==> src/rtl/seq_mul_pkg.sv <==
// Shared types and constants for the radix-4 Booth sequential multiplier.
// Holds the FSM encoding, iteration geometry and the Booth recoding table.
package seq_mul_pkg;

  localparam int WIDTH = 32;
  localparam int ITER  = 16;
  localparam int CNT_W = $clog2(ITER);

  localparam logic [CNT_W-1:0] LAST_ITER = CNT_W'(ITER - 1);
  localparam logic [CNT_W-1:0] CNT_ONE   = CNT_W'(1);

  typedef enum logic [1:0] {
    IDLE,
    RUN,
    DONE
  } state_e;

  typedef enum logic [2:0] {
    ZERO,
    PM,
    P2M,
    NM,
    N2M
  } booth_sel_e;

  // Bit-pair recoding of {Q[2i+1], Q[2i], Q[2i-1]}.
  function automatic booth_sel_e booth_decode(input logic [2:0] bits);
    booth_decode = ZERO;
    case (bits)
      3'b001, 3'b010: booth_decode = PM;
      3'b011:         booth_decode = P2M;
      3'b100:         booth_decode = N2M;
      3'b101, 3'b110: booth_decode = NM;
      default:        booth_decode = ZERO;
    endcase
  endfunction

endpackage

==> src/rtl/seq_mul_booth_pp_sel.sv <==
// Combinational Booth recoder and multiplicand mux.
// Produces the unshifted, sign-extended 2W-bit partial product for one bit-pair.
module booth_pp_sel
  import seq_mul_pkg::*;
#(
  parameter int W = 32
) (
  input  logic [2:0]     triplet_i,
  input  logic [W-1:0]   mcand_i,
  output logic [2*W-1:0] pp_o
);

  localparam logic [2*W-1:0] ONE = {{(2*W-1){1'b0}}, 1'b1};

  booth_sel_e     sel;
  logic [2*W-1:0] m_ext;
  logic [2*W-1:0] m2_ext;

  assign sel    = booth_decode(triplet_i);
  assign m_ext  = {{W{mcand_i[W-1]}}, mcand_i};
  assign m2_ext = {m_ext[2*W-2:0], 1'b0};

  // Negation is done at full 2W width, so the most negative multiplicand needs no special case.
  always_comb begin
    pp_o = '0;
    case (sel)
      PM:      pp_o = m_ext;
      P2M:     pp_o = m2_ext;
      NM:      pp_o = ~m_ext + ONE;
      N2M:     pp_o = ~m2_ext + ONE;
      default: pp_o = '0;
    endcase
  end

endmodule

==> src/rtl/seq_mul.sv <==
// Signed WIDTH x WIDTH sequential multiplier, radix-4 Booth, one bit-pair per cycle.
// Fixed 18-cycle turnaround: launch edge, 16 RUN edges, one DONE cycle.
module seq_mul #(
  parameter int WIDTH = seq_mul_pkg::WIDTH
) (
  input  logic             clock,
  input  logic             clear_n,
  input  logic             start,
  input  logic [WIDTH-1:0] M,
  input  logic [WIDTH-1:0] Q,
  output logic             busy,
  output logic             done,
  output logic [WIDTH-1:0] hi,
  output logic [WIDTH-1:0] lo
);

  import seq_mul_pkg::*;

  localparam int IDX_W = $clog2(WIDTH + 1);

  state_e             state_q, state_d;
  logic [WIDTH-1:0]   m_q, m_d;
  logic [WIDTH-1:0]   q_q, q_d;
  logic [WIDTH-1:0]   hi_q, hi_d;
  logic [WIDTH-1:0]   lo_q, lo_d;
  logic [2*WIDTH-1:0] acc_q, acc_d;
  logic [CNT_W-1:0]   cnt_q, cnt_d;

  logic [WIDTH:0]     q_ext;
  logic [IDX_W-1:0]   pair_idx;
  logic [2:0]         triplet;
  logic [2*WIDTH-1:0] pp;
  logic [2*WIDTH-1:0] pp_shifted;
  logic [2*WIDTH-1:0] acc_sum;

  // The appended zero is the implicit Q[-1] used by the first bit-pair.
  assign q_ext    = {q_q, 1'b0};
  assign pair_idx = IDX_W'({cnt_q, 1'b0});
  assign triplet  = q_ext[pair_idx +: 3];

  booth_pp_sel #(
    .W(WIDTH)
  ) u_pp_sel (
    .triplet_i(triplet),
    .mcand_i  (m_q),
    .pp_o     (pp)
  );

  assign pp_shifted = pp << pair_idx;
  assign acc_sum    = acc_q + pp_shifted;

  always_comb begin
    state_d = state_q;
    m_d     = m_q;
    q_d     = q_q;
    hi_d    = hi_q;
    lo_d    = lo_q;
    acc_d   = acc_q;
    cnt_d   = cnt_q;
    case (state_q)
      IDLE: begin
        if (start) begin
          state_d = RUN;
          m_d     = M;
          q_d     = Q;
          acc_d   = '0;
          cnt_d   = '0;
        end
      end
      RUN: begin
        acc_d = acc_sum;
        cnt_d = cnt_q + CNT_ONE;
        if (cnt_q == LAST_ITER) begin
          state_d = DONE;
          hi_d    = acc_sum[2*WIDTH-1:WIDTH];
          lo_d    = acc_sum[WIDTH-1:0];
        end
      end
      DONE:    state_d = IDLE;
      default: state_d = IDLE;
    endcase
  end

  always_ff @(posedge clock or negedge clear_n) begin
    if (!clear_n) begin
      state_q <= IDLE;
      m_q     <= '0;
      q_q     <= '0;
      hi_q    <= '0;
      lo_q    <= '0;
      acc_q   <= '0;
      cnt_q   <= '0;
    end else begin
      state_q <= state_d;
      m_q     <= m_d;
      q_q     <= q_d;
      hi_q    <= hi_d;
      lo_q    <= lo_d;
      acc_q   <= acc_d;
      cnt_q   <= cnt_d;
    end
  end

  assign busy = (state_q != IDLE);
  assign done = (state_q == DONE);
  assign hi   = hi_q;
  assign lo   = lo_q;

endmodule

==> config.mk <==
export PLATFORM = sky130hd
export DESIGN_NAME = seq_mul
export DESIGN_NICKNAME = d
export VERILOG_FILES = /design/src/rtl/seq_mul_pkg.sv /design/src/rtl/seq_mul_booth_pp_sel.sv /design/src/rtl/seq_mul.sv
export SDC_FILE = /design/constraint.sdc
export NUM_CORES = 1
export LEC_CHECK = 0
export CAP_MARGIN = 20
export CELL_PAD_IN_SITES_DETAIL_PLACEMENT = 1
export CELL_PAD_IN_SITES_GLOBAL_PLACEMENT = 1
export CORE_ASPECT_RATIO = 1.5
export CORE_UTILIZATION = 35
export DETAILED_ROUTE_END_ITERATION = 8
export PLACE_DENSITY_LB_ADDON = 0.1
export SETUP_SLACK_MARGIN = 0.1
export SLEW_MARGIN = 20
export SYNTH_ARGS = -nofsm -noshare
export SYNTH_HDL_FRONTEND = slang
export SYNTH_SLANG_ARGS = --single-unit
==> constraint.sdc <==
create_clock -name clock -period 5.6 [get_ports clock]
set_input_delay 0.84 -clock clock [delete_from_list [all_inputs] [get_ports clock]]
set_output_delay 0.84 -clock clock [all_outputs]
set_load 0.05 [all_outputs]
Word level (Yosys, flattened, before mapping)
Cells that the tools add are included.
W data, S select, Z words.
{ "op_classes": {"add_sub_neg": 4, "multipliers": 0, "n_div": 0, "order_cmp": 0, "eq_ne": 15, "n_shift": 2, "mux": 9, "n_bitwise": 2, "n_reduce_logical": 9} }
{ "ops": {"columns": ["cell", "n"], "rows": [
  ["$pmux W64 S4", 1],
  ["$add A64 B1 Y64 const B", 2],
  ["$not A64 Y64", 2],
  ["$pmux W64 S2", 1],
  ["$add A64 B64 Y64", 1],
  ["$mux W64", 1],
  ["$shl A64 B5 Y64", 1],
  ["$shiftx A33 B6 Y3", 1],
  ["$eq A3 B2 Y1 const B", 4],
  ["$eq A3 B3 Y1 const B", 4],
  ["$pmux W3 S4", 1],
  ["$pmux W4 S2", 1],
  ["$reduce_and A2 Y1", 4],
  ["$eq A3 B1 Y1 const B", 2],
  ["$add A4 B1 Y4 const B", 1],
  ["$eq A4 B4 Y1 const B", 1],
  ["$mux W2", 2],
  ["$mux W4", 1],
  ["$ne A2 B2 Y1 const B", 2],
  ["$pmux W2 S2", 1],
  ["$reduce_bool A2 Y1", 2],
  ["$reduce_or A2 Y1", 2],
  ["$eq A2 B1 Y1 const B", 1],
  ["$eq A2 B2 Y1 const B", 1],
  ["$logic_not A2 Y1", 1]
]} }
{ "word_totals": {"register_bits": 198, "latchBits": 0, "ramBits": 0, "rom_bits": 0, "inputBits": 67, "output_inout_bits": 66, "elab_cells": 48, "memories": 0} }

Longest topological paths before layout
{ "depth": {"ltp_word": 9, "ltp_mapped": 30, "ltp_nobuf": 26} }

By module
From an unflattened synthesis, not the netlist that was laid out.
{ "hier_totals": {"cells_unflattened": 1854, "area_unflattened_um2": 16264.3} }
{ "modules_own_cells": {"columns": ["module", "instances", "cells_per_inst", "area_per_inst_um2", "seq_area_each_um2"], "rows": [
  ["seq_mul", 1, 1511, 14091.0, 4954.8],
  ["booth_pp_sel", 1, 343, 2173.3, 0.0]
]} }

Worst setup path before layout
Ideal clock, no wire load.
{ "synth_timing": {"path_kind": "register -> register", "from": "reg m_q[5]", "to": "reg hi_q[25] (netlist: hi[25])", "setup_ns": 0.125, "arrival_ns": 5.717, "required_time_ns": 5.475, "setup_slack_ns": -0.242, "stages_incl_launch_ff": 29, "n_path_buf": 3, "synth_period_minus_slack_ns": 5.842, "path_cell_list": "dfrtp_1 -> buf_2 -> or4_4 -> nor4_4 -> and3_1 -> buf_4 -> inv_1 -> ha_1 -> inv_1 -> mux2i_1 -> o21a_1 -> a221oi_1 -> mux2i_1 -> nand2_1 -> o31ai_1 -> o22a_1 -> o31ai_1 -> ha_1 -> clkbuf_1 -> and3_1 -> nand4_1 -> o41ai_1 -> nand4_1 -> o21a_1 -> o31ai_1 -> a21oi_1 -> o21ai_0 -> xnor2_1 -> mux2_2"} }
{ "synth_via": {"elab_chain_cells": 5, "word_cells_on_any_way": 7, "classes_between": "add/sub (3); shift (1); mux (1); bitwise (2)"} }
{ "synth_lines": {"columns": ["element", "line_no", "source"], "rows": [
  ["start: declaration", "seq_mul.sv:22", "logic [WIDTH-1:0] m_q, m_d;"],
  ["start signal: assignment", "seq_mul.sv:95", "m_q <= m_d;"],
  ["$not A64 Y64 (on tied branches)", "seq_mul_booth_pp_sel.sv:30, seq_mul_booth_pp_sel.sv:29", null],
  ["$add A64 B1 Y64 (on tied branches)", "seq_mul_booth_pp_sel.sv:30, seq_mul_booth_pp_sel.sv:29", null],
  ["$pmux W64 S4 (*)", "seq_mul_booth_pp_sel.sv:26", "case (sel)"],
  ["$shl A64 B5 Y64 (*)", "seq_mul.sv:49", "assign pp_shifted = pp << pair_idx;"],
  ["$add A64 B64 Y64 (*)", "seq_mul.sv:50", "assign acc_sum = acc_q + pp_shifted;"],
  ["end signal: assignment", "seq_mul.sv:97", "hi_q <= hi_d;"],
  ["end: declaration", "seq_mul.sv:24", "logic [WIDTH-1:0] hi_q, hi_d;"]
]} }
Mark *: on every way between the ends. The rest lies on a longest branch, timed or not.
A chain may end at the register's enable or synchronous reset.

Worst setup path after layout
{ "layout_timing": {"from": "reg cnt_q[0]", "to": "reg hi_q[12] (netlist: hi[12])"} }
{ "layout_via": {"elab_chain_cells": 8, "word_cells_on_any_way": 19, "classes_between": "add/sub (1); eq/ne (11); shift (2); mux (2); reduce/logical (3)"} }
{ "layout_lines": {"columns": ["element", "line_no", "source"], "rows": [
  ["start: declaration", "seq_mul.sv:27", "logic [CNT_W-1:0] cnt_q, cnt_d;"],
  ["start signal: assignment", "seq_mul.sv:100", "cnt_q <= cnt_d;"],
  ["$shiftx A33 B6 Y3", "seq_mul.sv:39", "assign triplet = q_ext[pair_idx +: 3];"],
  ["$eq A3 B3 Y1, or another cell as far along", "seq_mul_pkg.sv:29", "case (bits)"],
  ["$reduce_or A2 Y1", "seq_mul_pkg.sv:29", null],
  ["$pmux W3 S4", "seq_mul_pkg.sv:29", null],
  ["$eq A3 B3 Y1, or another cell as far along", "seq_mul_booth_pp_sel.sv:26", null],
  ["$pmux W64 S4", "seq_mul_booth_pp_sel.sv:26", null],
  ["$shl A64 B5 Y64", "seq_mul.sv:49", null],
  ["$add A64 B64 Y64", "seq_mul.sv:50", null]
]} }
Parallel ways exist; a longest one is shown, timed or not.

==> run summary <==
The run finished, with violations left. The routed design has 69500 um of wire. The number of pins with negative max-slew slack in the final report is 0, and the average routed wire per standard cell is 22.7 um.

The portion of synthesized cell area occupied by the leading cell type is 31.5%, and the die height is 261 um. A synthesized cell averages 8.48 um2. The average via count per standard cell is 5.63, and the number of enable-type register cells in the synthesized netlist is 0. met2 is the most crowded layer.

At the pin with the least slew margin, the transition time is 916 ps. The worst path in the final design needs a cycle of 6310 ps, including I/O delays and setup. The stage delay of the slowest cell on the critical path works out to 630 ps. In the post-synthesis netlist, the biggest area contributors are sky130_fd_sc_hd__dfrtp_1 32%, sky130_fd_sc_hd__nand2_1 6.1%, sky130_fd_sc_hd__mux2_2 6.0%, sky130_fd_sc_hd__ha_1 5.3%, sky130_fd_sc_hd__o21ai_0 4.5%.

For the worst flop-to-flop path, the logic depth is 28. Normalized max-slew margin: 38.9%. Share of post-route cells with drive strength above 1: 43.7%. The initial antenna violation count was 0. The root buffer cell chosen for the clock tree is sky130_fd_sc_hd__clkbuf_16. The logs give 31.5% for the share of synthesized area occupied by flip-flops and latches and 35.6% for the initial core utilization.

The logs give 2929 for the number of cells in the design after placement and 106000 um for the wire length of the first global-routing pass. The global-route congestion overflow total came out at 0. Global routing consumed, on the met2 layer, 59.1% of the routing resources.

The clock net in this run drives a total of 198 sinks. The final antenna diode count is 0. The clock passes through at most 2 buffers. The maximum clock frequency was 158 MHz.

For the hold violation total from the final report, the log shows 0. The data arrival time of the critical path is 6690 ps. In the final design database the tool counted 2609 nets.

For the number of clock buffers inserted by TritonCTS, the log shows 17. The tools report the number of iterations in the first detailed-routing pass as 4. The total vias in the final route was 17253.

The tools report the critical path startpoint category as a register. For this design the top-level I/O count stands at 133. The number of input and output port buffers inserted is 132. Counting flops and latches in the post-synthesis netlist gives 198. The cell area after technology mapping was 0.0157 mm2; the flop-to-flop setup slack was -710 ps.

At the end of routability-driven placement, the weighted congestion stood at 0.949. The critical path in this run is classified as register to register. The tools report the reg-to-reg critical path startpoint as cnt_q[0].

In this run the worst hold path is classified as primary input to async pin. For this design, the slowest cell found on the critical path is sky130_fd_sc_hd__a222oi_1. After routing the design area is 0.0252 mm2. After clock tree synthesis, the clock-pin slew on the worst setup and hold paths is 80 ps. On the final layout, the worst clock skew is 14.1 ps. Setup repair after global routing could not meet its margin everywhere. The placed instances occupy a cell area of 0.0212 mm2. Counting both buffers and inverters, the worst setup path holds a total of 8.

The largest total area in the synthesized netlist belongs to sky130_fd_sc_hd__dfrtp_1. The first routing iteration left 589 violations. Final worst slack: -709 ps.

The run gives 3064 as the post-route non-filler standard cell count. The fraction of met1 tracks used by global routing is 32.2%. The H-tree generated during clock tree synthesis spans 4 levels. The aggregate global-route resource usage was 30.2%; the async set-or-reset flop fraction in the synthesized netlist was 100%. The critical path endpoint category is a register.

The tool flagged a number of max-cap violations equal to 0. For the remaining routing DRC violations, the log shows 0. The wire-length estimate of the detail-placed layout is 50700 um.

STA puts the critical path data required time at 5980 ps. The run gives 367 ps as the minimum hold slack. Counting distinct cell types in the post-synthesis netlist gives 94.

The commonest register cell after synthesis was sky130_fd_sc_hd__dfrtp_1. After floorplanning, the core was sized to cover 0.0441 mm2. Relative to the synthesized area, the layout overhead comes to 60.7%. In the synthesized netlist, the number of instances is 1853. TritonCTS built the clock tree. After layout, the worst path uses 113% of the clock period.

The kind of cell with the highest combined delay along the critical path is compound AO/OA/AOI/OAI gates. The final-report setup violation count came out at 82. The area of the die was 0.0458 mm2; the maximum number of pins on one net before global-route repair was 123.

The site row count is 94. The detail route stage leaves a number of antenna-violating nets equal to 0. The tools report the via count of the first global-routing pass as 18803.

For the met3 demand-to-capacity share in global routing, the log shows 3.06%. In this run the critical register-to-register path is captured at hi[12]. The Yosys step of the flow raised 0 warnings. The checks that failed: negative setup slack. At the later pin of the worst-skew pair, clock insertion delay measures 490 ps. Along the worst path, the maximum fanout reaches 5. The tools report the post-synthesis net count as 1987. The horizontal die dimension is 175 um.
-- cell usage after synthesis (5+ instances only) --
cell                         n
sky130_fd_sc_hd__a211oi_1   13
sky130_fd_sc_hd__a21o_1     59
sky130_fd_sc_hd__a21oi_1   128
sky130_fd_sc_hd__a221o_1     8
sky130_fd_sc_hd__a221oi_1    9
sky130_fd_sc_hd__a22o_1     30
sky130_fd_sc_hd__a22oi_1     8
sky130_fd_sc_hd__a31oi_1    22
sky130_fd_sc_hd__and2_1     10
sky130_fd_sc_hd__and3_1     15
sky130_fd_sc_hd__buf_1      12
sky130_fd_sc_hd__buf_2      17
sky130_fd_sc_hd__buf_4       5
sky130_fd_sc_hd__clkbuf_1   95
sky130_fd_sc_hd__dfrtp_1   198
sky130_fd_sc_hd__ha_1       66
sky130_fd_sc_hd__inv_1      30
sky130_fd_sc_hd__mux2_2     84
sky130_fd_sc_hd__mux2i_1    59
sky130_fd_sc_hd__mux4_2     17
sky130_fd_sc_hd__nand2_1   255
sky130_fd_sc_hd__nand2b_1   10
sky130_fd_sc_hd__nand3_1    27
sky130_fd_sc_hd__nand4_1    20
sky130_fd_sc_hd__nor2_1    134
sky130_fd_sc_hd__nor2b_1    13
sky130_fd_sc_hd__nor3_1     47
sky130_fd_sc_hd__nor4_1     11
sky130_fd_sc_hd__o211ai_1   11
sky130_fd_sc_hd__o21a_1     21
sky130_fd_sc_hd__o21ai_0   140
sky130_fd_sc_hd__o21ai_1     8
sky130_fd_sc_hd__o21bai_1   13
sky130_fd_sc_hd__o221ai_1    6
sky130_fd_sc_hd__o22ai_1    41
sky130_fd_sc_hd__o31ai_1    11
sky130_fd_sc_hd__o32ai_1     7
sky130_fd_sc_hd__or2_2       7
sky130_fd_sc_hd__or3_1      15
sky130_fd_sc_hd__xnor2_1    39
sky130_fd_sc_hd__xor2_1     40
-- state kept, by name, indices dropped and copies added, names as in the netlist --
signal and flops:
lo 32, state_q 2, acc_q 64, m_q 32, hi 32, cnt_q 4, q_q 32
-- worst max path at each step --
stage          startpoint        end  slack, ps  depth (start not counted)
2_1_floorplan    cnt_q[0]     hi[31]         20                         25
3_3_place_gp     cnt_q[0]  acc_q[41]      -1280                         25
3_5_place_dp     cnt_q[0]  acc_q[41]      -1320                         25
4_1_cts          cnt_q[0]     hi[25]       -610                         27
5_1_grt            m_q[0]  acc_q[45]       -890                         31
6_report         cnt_q[0]     hi[12]       -710                         28
-- stage by stage --
step                      setup TNS (ps)  setup slack (ps)  utilization [%]
after global placement            -66980             -1280             48.0
final                             -35590              -709             57.2
after floorplan                        0              22.1                -
after global routing              -53770              -892             57.2
after detailed placement          -74780             -1320             48.1
after CTS                         -27400              -605             54.1
-- worst reg2reg max path: cells and delay by family (launching register included) --
kind            cells  cell delay [ps]
buf+inv             8             1070
simple gates        5              620
flops               1              450
fa+ha+maj           1              440
xor+xnor            1              180
compound gates      9             2220
mux                 4             1200
-- placed cells by master, fill, tap and decap left out, types with 19 or more instances in the layout --
cell type / count
sky130_fd_sc_hd__nor3_1: 32
sky130_fd_sc_hd__ha_1: 40
sky130_fd_sc_hd__inv_1: 29
sky130_fd_sc_hd__a22o_1: 29
sky130_fd_sc_hd__nand3_1: 22
sky130_fd_sc_hd__a21oi_2: 30
sky130_fd_sc_hd__a21o_1: 59
sky130_fd_sc_hd__o21ai_2: 27
sky130_fd_sc_hd__buf_6: 71
sky130_fd_sc_hd__xor2_1: 28
sky130_fd_sc_hd__nand2_1: 235
sky130_fd_sc_hd__o22ai_1: 31
sky130_fd_sc_hd__ha_4: 22
sky130_fd_sc_hd__mux2i_1: 38
sky130_fd_sc_hd__clkdlybuf4s50_1: 131
sky130_fd_sc_hd__o21a_1: 19
sky130_fd_sc_hd__nor2_1: 107
sky130_fd_sc_hd__dfrtp_1: 195
sky130_fd_sc_hd__nand4_1: 20
sky130_fd_sc_hd__o21ai_0: 79
sky130_fd_sc_hd__mux2_2: 73
sky130_fd_sc_hd__a21oi_1: 85
sky130_fd_sc_hd__o21ai_1: 35
sky130_fd_sc_hd__buf_4: 515
-- kinds of logic (layout without fill, tap and decap cells) --
logic type / Yosys count / in the layout / synth area share [%]
AO/OA/AOI/OAI: 592 / 592 / 24.8
XOR/XNOR: 80 / 80 / 4.51
adder cells (fa/ha/maj): 67 / 67 / 5.38
buffers and inverters: 168 / 803 / 4.47
flip-flops: 198 / 198 / 31.5
multiplexers: 161 / 161 / 12.3
AND/OR/NAND/NOR: 587 / 587 / 17.0
-- per-layer routing --
metal  routed length [um]  vias up
met2                38700      299
met1                26700     8759
met5                    0        -
li1                     -     8061
met4                 2670        0
met3                 1390      134
-- timing repair --
action | CTS | global route
pin swaps | 71 | 81
buffers inserted | 58 | 52
hold buffers | 0 | 0
endpoints found under the hold margin | 0 | 0
gates cloned | 4 | 0
gates resized for setup | 305 | 230
setup endpoints to repair | 98 | 97
-- final cells by class --
class	instances	area, um2
sequential	198	4960
clock inverter	14	213
tap	576	721
fill	4925	18900
inverter	34	128
multi-input combinational	1487	12400
clock buffer	18	429
timing repair buffer	737	6400
Power is not shown: default switching activity piles up to over one toggle a cycle in this logic, so the estimate is an artifact.
